===== src/rtl/mult_job_sequencer_if.sv =====
// rtl/mult_job_sequencer_if.sv - operand stream, multiplier handshake and result stream of the job sequencer
interface mult_job_sequencer_if #(
  parameter int N     = 4,
  parameter int DEPTH = 4,
  parameter int CW    = 8
);
  localparam int CNTW = $clog2(DEPTH) + 1;

  logic            in_valid;
  logic            in_ready;
  logic [N-1:0]    in_a;
  logic [N-1:0]    in_b;

  logic            mult_start;
  logic [N-1:0]    ABus;
  logic [N-1:0]    BBus;
  logic            mult_ready;
  logic [2*N-1:0]  resultBus;

  logic            out_valid;
  logic            out_ready;
  logic [2*N-1:0]  out_result;
  logic [N-1:0]    out_a;
  logic [N-1:0]    out_b;
  logic [CW-1:0]   out_cycles;

  logic [CNTW-1:0] fifo_count;
  logic            busy;

  // The sequencer is the slave side; producer, multiplier and consumer form the master side.
  modport slave (
    input  in_valid, in_a, in_b, mult_ready, resultBus, out_ready,
    output in_ready, mult_start, ABus, BBus, out_valid, out_result, out_a, out_b,
           out_cycles, fifo_count, busy
  );

  modport master (
    output in_valid, in_a, in_b, mult_ready, resultBus, out_ready,
    input  in_ready, mult_start, ABus, BBus, out_valid, out_result, out_a, out_b,
           out_cycles, fifo_count, busy
  );
endinterface


===== src/rtl/mult_job_sequencer.sv =====
// rtl/mult_job_sequencer.sv - operand FIFO and one-job-at-a-time sequencer for the add-and-shift multiplier
module mult_job_sequencer #(
  parameter int N     = 4,
  parameter int DEPTH = 4,
  parameter int CW    = 8
) (
  input logic                 clk,
  input logic                 rst_n,
  mult_job_sequencer_if.slave bus
);
  localparam int          AW         = $clog2(DEPTH);
  localparam logic [AW:0] FULL_COUNT = DEPTH[AW:0];

  localparam logic [2:0] S_IDLE      = 3'd0;
  localparam logic [2:0] S_ISSUE     = 3'd1;
  localparam logic [2:0] S_WAIT_LOW  = 3'd2;
  localparam logic [2:0] S_WAIT_HIGH = 3'd3;
  localparam logic [2:0] S_OUT       = 3'd4;

  logic [N-1:0]   fifo_a [DEPTH];
  logic [N-1:0]   fifo_b [DEPTH];
  logic [AW-1:0]  wr_ptr;
  logic [AW-1:0]  rd_ptr;
  logic [AW:0]    count;
  logic           in_ready_i;
  logic           push;
  logic           pop;

  logic [2:0]     state;
  logic [N-1:0]   a_reg;
  logic [N-1:0]   b_reg;
  logic [CW-1:0]  cyc_cnt;
  logic [CW-1:0]  cyc_next;
  logic [1:0]     miss_cnt;

  logic           out_valid_q;
  logic [2*N-1:0] out_result_q;
  logic [N-1:0]   out_a_q;
  logic [N-1:0]   out_b_q;
  logic [CW-1:0]  out_cycles_q;

  assign in_ready_i = (count != FULL_COUNT);
  assign push       = bus.in_valid && in_ready_i;
  assign pop        = (state == S_IDLE) && (count != '0) && bus.mult_ready;
  assign cyc_next   = (cyc_cnt == {CW{1'b1}}) ? cyc_cnt : cyc_cnt + CW'(1);

  // Storage needs no reset: an entry is only read after count says it was written.
  always_ff @(posedge clk) begin
    if (push) begin
      fifo_a[wr_ptr] <= bus.in_a;
      fifo_b[wr_ptr] <= bus.in_b;
    end
  end

  always_ff @(posedge clk or negedge rst_n) begin
    if (!rst_n) begin
      wr_ptr <= '0;
      rd_ptr <= '0;
      count  <= '0;
    end else begin
      if (push) begin
        wr_ptr <= wr_ptr + AW'(1);
      end
      if (pop) begin
        rd_ptr <= rd_ptr + AW'(1);
      end
      case ({push, pop})
        2'b10:   count <= count + (AW+1)'(1);
        2'b01:   count <= count - (AW+1)'(1);
        default: count <= count;
      endcase
    end
  end

  // The cycle counter runs from the start cycle through the capture cycle inclusive.
  always_ff @(posedge clk or negedge rst_n) begin
    if (!rst_n) begin
      state        <= S_IDLE;
      a_reg        <= '0;
      b_reg        <= '0;
      cyc_cnt      <= '0;
      miss_cnt     <= '0;
      out_valid_q  <= 1'b0;
      out_result_q <= '0;
      out_a_q      <= '0;
      out_b_q      <= '0;
      out_cycles_q <= '0;
    end else begin
      case (state)
        S_IDLE: begin
          if (pop) begin
            a_reg <= fifo_a[rd_ptr];
            b_reg <= fifo_b[rd_ptr];
            state <= S_ISSUE;
          end
        end
        S_ISSUE: begin
          cyc_cnt  <= CW'(1);
          miss_cnt <= '0;
          state    <= S_WAIT_LOW;
        end
        S_WAIT_LOW: begin
          cyc_cnt <= cyc_next;
          if (!bus.mult_ready) begin
            state <= S_WAIT_HIGH;
          end else if (miss_cnt == 2'd3) begin
            // Multiplier never left ready: the start was lost, pulse it again.
            state <= S_ISSUE;
          end else begin
            miss_cnt <= miss_cnt + 2'd1;
          end
        end
        S_WAIT_HIGH: begin
          cyc_cnt <= cyc_next;
          if (bus.mult_ready) begin
            out_result_q <= bus.resultBus;
            out_a_q      <= a_reg;
            out_b_q      <= b_reg;
            out_cycles_q <= cyc_next;
            out_valid_q  <= 1'b1;
            state        <= S_OUT;
          end
        end
        S_OUT: begin
          if (bus.out_ready) begin
            out_valid_q <= 1'b0;
            state       <= S_IDLE;
          end
        end
        default: state <= S_IDLE;
      endcase
    end
  end

  assign bus.in_ready   = in_ready_i;
  assign bus.mult_start = (state == S_ISSUE);
  assign bus.ABus       = a_reg;
  assign bus.BBus       = b_reg;
  assign bus.out_valid  = out_valid_q;
  assign bus.out_result = out_result_q;
  assign bus.out_a      = out_a_q;
  assign bus.out_b      = out_b_q;
  assign bus.out_cycles = out_cycles_q;
  assign bus.fifo_count = count;
  assign bus.busy       = (state != S_IDLE);
endmodule


===== src/flat_wrapper.sv =====
// flat-port wrapper written by rule: the top's interface ports become plain ports
module mult_job_sequencer_flat 
#(
  parameter int N     = 4,
  parameter int DEPTH = 4,
  parameter int CW    = 8
)
  (clk, rst_n, bus_in_valid, bus_in_a, bus_in_b, bus_mult_ready, bus_resultBus, bus_out_ready, bus_in_ready, bus_mult_start, bus_ABus, bus_BBus, bus_out_valid, bus_out_result, bus_out_a, bus_out_b, bus_out_cycles, bus_fifo_count, bus_busy);
  mult_job_sequencer_if #(.N(N), .DEPTH(DEPTH), .CW(CW)) bus_i ();
  input logic clk;
  input logic rst_n;
  input wire logic [$bits(bus_i.in_valid)-1:0] bus_in_valid;
  input wire logic [$bits(bus_i.in_a)-1:0] bus_in_a;
  input wire logic [$bits(bus_i.in_b)-1:0] bus_in_b;
  input wire logic [$bits(bus_i.mult_ready)-1:0] bus_mult_ready;
  input wire logic [$bits(bus_i.resultBus)-1:0] bus_resultBus;
  input wire logic [$bits(bus_i.out_ready)-1:0] bus_out_ready;
  output wire logic [$bits(bus_i.in_ready)-1:0] bus_in_ready;
  output wire logic [$bits(bus_i.mult_start)-1:0] bus_mult_start;
  output wire logic [$bits(bus_i.ABus)-1:0] bus_ABus;
  output wire logic [$bits(bus_i.BBus)-1:0] bus_BBus;
  output wire logic [$bits(bus_i.out_valid)-1:0] bus_out_valid;
  output wire logic [$bits(bus_i.out_result)-1:0] bus_out_result;
  output wire logic [$bits(bus_i.out_a)-1:0] bus_out_a;
  output wire logic [$bits(bus_i.out_b)-1:0] bus_out_b;
  output wire logic [$bits(bus_i.out_cycles)-1:0] bus_out_cycles;
  output wire logic [$bits(bus_i.fifo_count)-1:0] bus_fifo_count;
  output wire logic [$bits(bus_i.busy)-1:0] bus_busy;
  assign bus_i.in_valid = bus_in_valid;
  assign bus_i.in_a = bus_in_a;
  assign bus_i.in_b = bus_in_b;
  assign bus_i.mult_ready = bus_mult_ready;
  assign bus_i.resultBus = bus_resultBus;
  assign bus_i.out_ready = bus_out_ready;
  assign bus_in_ready = bus_i.in_ready;
  assign bus_mult_start = bus_i.mult_start;
  assign bus_ABus = bus_i.ABus;
  assign bus_BBus = bus_i.BBus;
  assign bus_out_valid = bus_i.out_valid;
  assign bus_out_result = bus_i.out_result;
  assign bus_out_a = bus_i.out_a;
  assign bus_out_b = bus_i.out_b;
  assign bus_out_cycles = bus_i.out_cycles;
  assign bus_fifo_count = bus_i.fifo_count;
  assign bus_busy = bus_i.busy;
  mult_job_sequencer #(.N(N), .DEPTH(DEPTH), .CW(CW)) u_core (.clk(clk), .rst_n(rst_n), .bus(bus_i));
endmodule

===== config.mk =====
export PLATFORM = sky130hd
export DESIGN_NAME = mult_job_sequencer_flat
export DESIGN_NICKNAME = d
export VERILOG_FILES = /design/src/rtl/mult_job_sequencer_if.sv /design/src/rtl/mult_job_sequencer.sv /design/src/flat_wrapper.sv
export SDC_FILE = /design/constraint.sdc
export NUM_CORES = 1
export LEC_CHECK = 0
export ABC_AREA = 1
export BUFFER_PORTS_ARGS = -buffer_cell sky130_fd_sc_hd__buf_2
export CORE_MARGIN = 1.5
export CORE_UTILIZATION = 40
export CTS_BUF_LIST = sky130_fd_sc_hd__clkbuf_8 sky130_fd_sc_hd__clkbuf_16
export CTS_CLUSTER_SIZE = 10
export DETAILED_ROUTE_END_ITERATION = 12
export HOLD_SLACK_MARGIN = 0.02
export PLACE_DENSITY = 0.57
export SYNTH_ARGS = -nofsm -noshare
export SYNTH_HDL_FRONTEND = slang
export SYNTH_SLANG_ARGS = --single-unit
export TNS_END_PERCENT = 1

===== constraint.sdc =====
create_clock -name clk -period 6.2 [get_ports clk]
set_input_delay 0.62 -clock clk [delete_from_list [all_inputs] [get_ports clk]]
set_output_delay 0.62 -clock clk [all_outputs]
set_load 0.05 [all_outputs]

# Yosys cells after proc, flatten, opt, wreduce, memory -nomap -nowiden
# Memories as Yosys holds them, arrays and structs flattened. A register that Yosys moved wholly into a read port is not among the register bits.
# Index checks and enable logic that the tools add are counted.
[totals] register_bits=45 ramBits=32 input_bits=21 output_inout_bits=39 word_cells=69 memories=2
[classes] add_sub_neg=6 n_eq_ne=15 mux=17 n_reduce_logical=18
[memory_table] memory="u_core.fifo_a" words=4 width=4 rd=1 rd_clocked_by_memory_dff=1 wr=1 line="mult_job_sequencer.sv:20" source="logic [N-1:0] fifo_a [DEPTH];"
[memory_table] memory="u_core.fifo_b" words=4 width=4 rd=1 rd_clocked_by_memory_dff=1 wr=1 line="mult_job_sequencer.sv:21" source="logic [N-1:0] fifo_b [DEPTH];"
[op_table] operator="one-hot mux 8 bit (2 select lines)" count=1
[op_table] operator="two-way mux 3 bit" count=5
[op_table] operator="one-hot mux 3 bit (5 select lines)" count=1
[op_table] operator="adder 8 x 1 -> 8 bit (second input constant)" count=1
[op_table] operator="equality test 8 bit (second input constant)" count=1
[op_table] operator="two-way mux 8 bit" count=1
[op_table] operator="inequality test 2 bit (second input constant)" count=4
[op_table] operator="nonzero test 2 bit" count=4
[op_table] operator="adder 2 x 1 -> 2 bit (second input constant)" count=3
[op_table] operator="equality test 3 x 2 -> 1 bit (second input constant)" count=2
[op_table] operator="one-hot mux 3 bit (2 select lines)" count=1
[op_table] operator="AND reduction 3 bit" count=2
[op_table] operator="nonzero test 3 bit" count=2
[op_table] operator="equality test 2 bit (second input constant)" count=2
[op_table] operator="two-way mux 1 bit" count=4
[op_table] operator="two-way mux 2 bit" count=2
[op_table] operator="one-hot mux 2 bit (2 select lines)" count=1
[op_table] operator="AND reduction 2 bit" count=2
[op_table] operator="AND reduction 4 bit" count=1
[op_table] operator="adder 3 x 1 -> 3 bit (second input constant)" count=1
[op_table] operator="equality test 3 x 1 -> 1 bit (second input constant)" count=1
[op_table] operator="equality test 3 bit (second input constant)" count=1
[op_table] operator="logical AND 1 bit" count=3
[op_table] operator="zero test 3 bit" count=1
[op_table] operator="other kinds (8)" count=9

# Depth between registers and ports, before layout
[logic_depth] ltp_word=5 depth_mapped=12 mapped_depth_nobuf=11

# Least setup slack after synthesis
# OpenSTA, ideal clock, no wires.
[synth_path] path_type="register -> register" startpoint="register u_core.count[0] (netlist: u_core.bus.fifo_count[0])" endpoint="register u_core.count[2] (netlist: u_core.bus.fifo_count[2])" setup_time_ps=131 t_arrival_ps=2541 required_time_ps=6069 slack_ps=3528 stages_incl_launch_ff=10 n_path_buf=0 period_less_slack_ps=2672 cell_sequence="dfrtp_1 inv_1 nand3_1 nand2_1 ha_1 inv_1 fa_1 a21oi_1 o21ai_0 xor2_1"
[synth_lines] element="start: declaration" line="mult_job_sequencer.sv:24" source="logic [AW:0] count;"
[synth_lines] element="start signal: assignment" line="mult_job_sequencer.sv:68" source="2'b10: count <= count + (AW+1)'(1);"
[synth_lines] element="start signal: assignment" line="mult_job_sequencer.sv:69" source="2'b01: count <= count - (AW+1)'(1);"
[synth_lines] element="start signal: assignment" line="mult_job_sequencer.sv:70" source="default: count <= count;"
[synth_lines] element="inequality test 3 bit *" line="mult_job_sequencer.sv:42" source="assign in_ready_i = (count != FULL_COUNT);"
[synth_lines] element="named net bus_in_ready" line="flat_wrapper.sv:18" source="output wire logic [$bits(bus_i.in_ready)-1:0] bus_in_ready;"
[synth_lines] element="logical AND 1 bit *" line="mult_job_sequencer.sv:43" source="assign push = bus.in_valid && in_ready_i;"
[synth_lines] element="equality test 2 x 1 -> 1 bit or equality test 2 bit (tied branches)" line="mult_job_sequencer.sv:67" source="case ({push, pop})"
[synth_lines] element="one-hot mux 3 bit (2 select lines) or nonzero test 2 bit (tied branches)"
# The timed path passes the listed nets; every way through them passes the cells marked *.
# A chain may end at the register's enable or synchronous reset.

# Worst setup path in the final report
[layout_path] startpoint="register u_core.state[2]" endpoint="register u_core.count[2] (netlist: u_core.bus.fifo_count[2])"
[layout_between] elab_chain_cells=5
[layout_rtl] element="start: declaration" line="mult_job_sequencer.sv:29" source="logic [2:0] state;"
[layout_rtl] element="start signal: assignment" line="mult_job_sequencer.sv:78" source="state <= S_IDLE;"
[layout_rtl] element="start signal: assignment" line="mult_job_sequencer.sv:94" source="state <= S_ISSUE;"
[layout_rtl] element="start signal: assignment" line="mult_job_sequencer.sv:100" source="state <= S_WAIT_LOW;"
[layout_rtl] element="zero test 3 bit *" line="mult_job_sequencer.sv:44" source="assign pop = (state == S_IDLE) && (count != '0) && bus.mult_ready;"
[layout_rtl] element="logical AND 1 bit * (2 in series)" line="mult_job_sequencer.sv:44"
[layout_rtl] element="equality test 2 x 1 -> 1 bit or equality test 2 bit (tied branches)" line="mult_job_sequencer.sv:67"
[layout_rtl] element="one-hot mux 3 bit (2 select lines) or nonzero test 2 bit (tied branches)"
# Mark *: on every way between the ends. The rest lies on a longest branch, timed or not.

==> out/results.ini <==
[timing]
relSlewSlack_pct = 47.4
worst_clock_skew_ns = 0.0112
setup_viol = 0
layout_setup_ws_ns = 4.03
rsz0062_at_grt = no
final_max_slew_viol_count = 0
final-hold-violation-count = 0
min_period_ns = 2.17
finalSetupTns_ns = 0
worstMarginPinSlew_ns = 0.786
fmax_mhz = 460
fin_crit_sh_pct = 35.1

[global_route]
antenna_found_initial = 0
overflow = 0
grt_max_degree = 54
grt_pass1_wl_um = 12500
grt_pass1_vias = 2620
grt_usage_pct = 16.3

[clocking]
numCtsBuffers = 9
cts_setup_buffers = 0
cts_root_buf = clkbuf_8
cts_hold_buf = 0
post_cts_resized = 0
cts_tree = done
clk_path_buf_depth = 2
clk_latency_ns = 0.36
clk_transition_reported_paths_ns = 0.08
clock_sinks = 85
htree_levels = 3

[final_layout]
final_util_pct = 46.7
antenna_cells = 0
nNetsFinal = 467
drive_above_1_share_pct = 22.3
areaGrowthSynthToFinish_pct = 14.5
fin_area_um2 = 4280
fill_cells = 873

[power_and_ir_drop]
internal_power_mw = 1.23
seq_power_share_pct = 38.2
pwr-share-comb_pct = 45.5
irDropWorstVdd_mv = 0.295
clkPwrFrac_pct = 16.2
power.density_nw_per_um2 = 554
p_sw_share_pct = 48.2
power.leakage_nw = 2.05
p_sw_mw = 1.14

[route]
wl_per_cell_um = 13.5
ant_nets = 0
wl_um = 7480
routed_via_density = 4.82
drt_first_pass_iters = 4
num_vias = 2672
drc = 0
initialDrtViolationCount = 122

[yosys]
synth_top_area_share_pct = 35.5
synthCells = 377
syn-cell-area_um2 = 3730
yosysTopAreaCell = dfrtp_1
syn-mean-instance-area_um2 = 9.90
synth_nets = 406
synth.distinct_cells = 30
ys_ff_latch = 85
synth_warnings = 0
ys_top_cells_by_area = dfrtp_1, edfxtp_1, nand2_1, o21ai_0, nor2_1
ys_seq_area_share_pct = 61.3

[worst_hold_path]
hold_path.class = primary input to async pin

[worst_setup_path]
crit_arrival_ns = 2.41
r2r_cells = 11
cp.depth = 11
cp_max_fo = 18
end_kind = flip-flop
path_buf_inv = 3
cpMaxStageDelayCell = dfrtp_1
crit_type = flip-flop to flip-flop
crit_chain = nor2_4 > nand2_2 > inv_2 > nand3_4 > inv_6 > ha_1 > inv_1 > fa_1 > a21oi_1 > o21ai_0 > xor2_1
r2r_slack_ns = 4.03
path_delay_family = adder cells
startpoint = u_core.state[2]$_DFFE_PN0P_
regToRegStartpoint = u_core.state[2]$_DFFE_PN0P_
required_ns = 6.43
cp-start-kind = flip-flop
reg2reg_to = u_core.bus.fifo_count[2]$_DFFE_PN0P_
slowest_delay_ns = 0.47
crit_end = u_core.bus.fifo_count[2]$_DFFE_PN0P_

[place]
port_buffers = 59
hpwlAfterDp_um = 5150
place_ws_ns = 4.00
dpl-instance-area_um2 = 4080
place_congestion = 0.848

[die]
chipHeight_um = 99.6
fp.dieW_um = 99.6
die_area_um2 = 9920
core_area_um2 = 9150
core.rowCount = 35
initial_core_util_pct = 40.8
ios = 60

[job]
maxCapViolations = 0

[run_status]
outcome = completed

-- metal layers --
layer	up-vias	GRT usage (%)	wire [um]
li1	1335	-	-
met2	44	26.5	3550
met5	-	0	0
met3	8	4.64	278
met1	1285	21.1	3570
met4	0	5.31	87
-- layout by cell type, fill, tap and decap left out, types with 3 or more instances in the layout --
cell / count
ha_1: 7
o21ai_0: 34
clkbuf_8: 9
dfrtp_1: 53
nor2_4: 3
nand3_1: 17
nand2_1: 102
xor2_1: 3
nor2_1: 37
nor2_2: 4
nand2_2: 3
edfxtp_1: 32
buf_2: 59
o21ai_2: 8
inv_1: 37
inv_2: 4
o21ai_1: 11
a21oi_1: 3
-- stage by stage --
step / total power, mW / instances / hold slack [ns]
floorplan: 1.76 / 377 / 0.324
global placement: 1.99 / 538 / 0.459
detailed placement: 2.01 / 538 / 0.460
CTS: 2.40 / 554 / 0.399
global route: 2.54 / 554 / 0.429
finish: 2.37 / 554 / 0.366
-- power by group through the flow --
stage / combinational (mW) / sequential, mW / clock, mW
3_3_place_gp: 1.08 / 0.912 / 0
4_1_cts: 1.10 / 0.908 / 0.394
3_5_place_dp: 1.09 / 0.917 / 0
6_report: 1.08 / 0.905 / 0.384
5_1_grt: 1.19 / 0.929 / 0.420
2_1_floorplan: 0.552 / 1.21 / 0
-- final cells by class --
type,count,area [um2],share of cell area [%]
multi-input combinational,240,1190,27.9
clock buffer,9,124,2.90
sequential,85,2290,53.5
inverter,42,164,3.83
tap,111,139,3.25
timing repair buffer,60,303,7.08
clock inverter,7,67.6,1.58
-- Yosys cell counts, drive strengths merged --
cell type / instances
nand2: 105
dfrtp: 53
o21ai: 53
nor2: 44
inv: 41
edfxtp: 32
nand3: 18
buf: 10
ha: 7
a21oi: 3
xor2: 3
xnor2: 2
clkinv: 1
fa: 1
nand3b: 1
nand4: 1
o21a: 1
o22ai: 1
-- registers in the layout, summed over array words and instances (netlist names) --
signal,count
u_core.bus.ABus,4
u_core.fifo_a,16
u_core.bus.out_cycles,8
u_core.bus.out_result,8
u_core.cyc_cnt,8
u_core.bus.out_a,4
u_core.bus.BBus,4
u_core.rd_ptr,2
u_core.miss_cnt,2
u_core.bus.out_b,4
u_core.fifo_b,16
u_core.bus.out_valid,1
u_core.bus.fifo_count,3
u_core.state,3
u_core.wr_ptr,2
-- kinds of logic (layout without fill, tap and decap cells) --
group,Yosys count,in the layout,share of synthesized area [%]
compound gates,58,58,8.68
fa+ha+maj,8,8,2.88
flops,85,85,61.3
xor+xnor,5,5,1.17
simple gates,169,169,19.2
buf+inv,52,118,6.80
-- how the worst min path moves through the flow --
stage | startpoint | endpoint
floorplan | rst_n | u_core.bus.ABus[0]$_DFFE_PN0P_
global route | rst_n | u_core.bus.out_valid$_DFFE_PN0P_
finish | rst_n | u_core.miss_cnt[1]$_DFFE_PN0P_
detailed placement | u_core.bus.out_result[5]$_DFFE_PN0P_ | u_core.bus.out_result[5]$_DFFE_PN0P_
global placement | u_core.bus.out_result[5]$_DFFE_PN0P_ | u_core.bus.out_result[5]$_DFFE_PN0P_
CTS | rst_n | u_core.bus.out_valid$_DFFE_PN0P_
-- worst register-to-register path: stages, from the launching register on --
cell,delay (ns)
dfrtp_1,0.47
nor2_4,0.18
nand2_2,0.08
inv_2,0.08
nand3_4,0.09
inv_6,0.17
ha_1,0.17
inv_1,0.06
fa_1,0.37
a21oi_1,0.14
o21ai_0,0.11
xor2_1,0.15
Power figures use the tool's default switching activity.
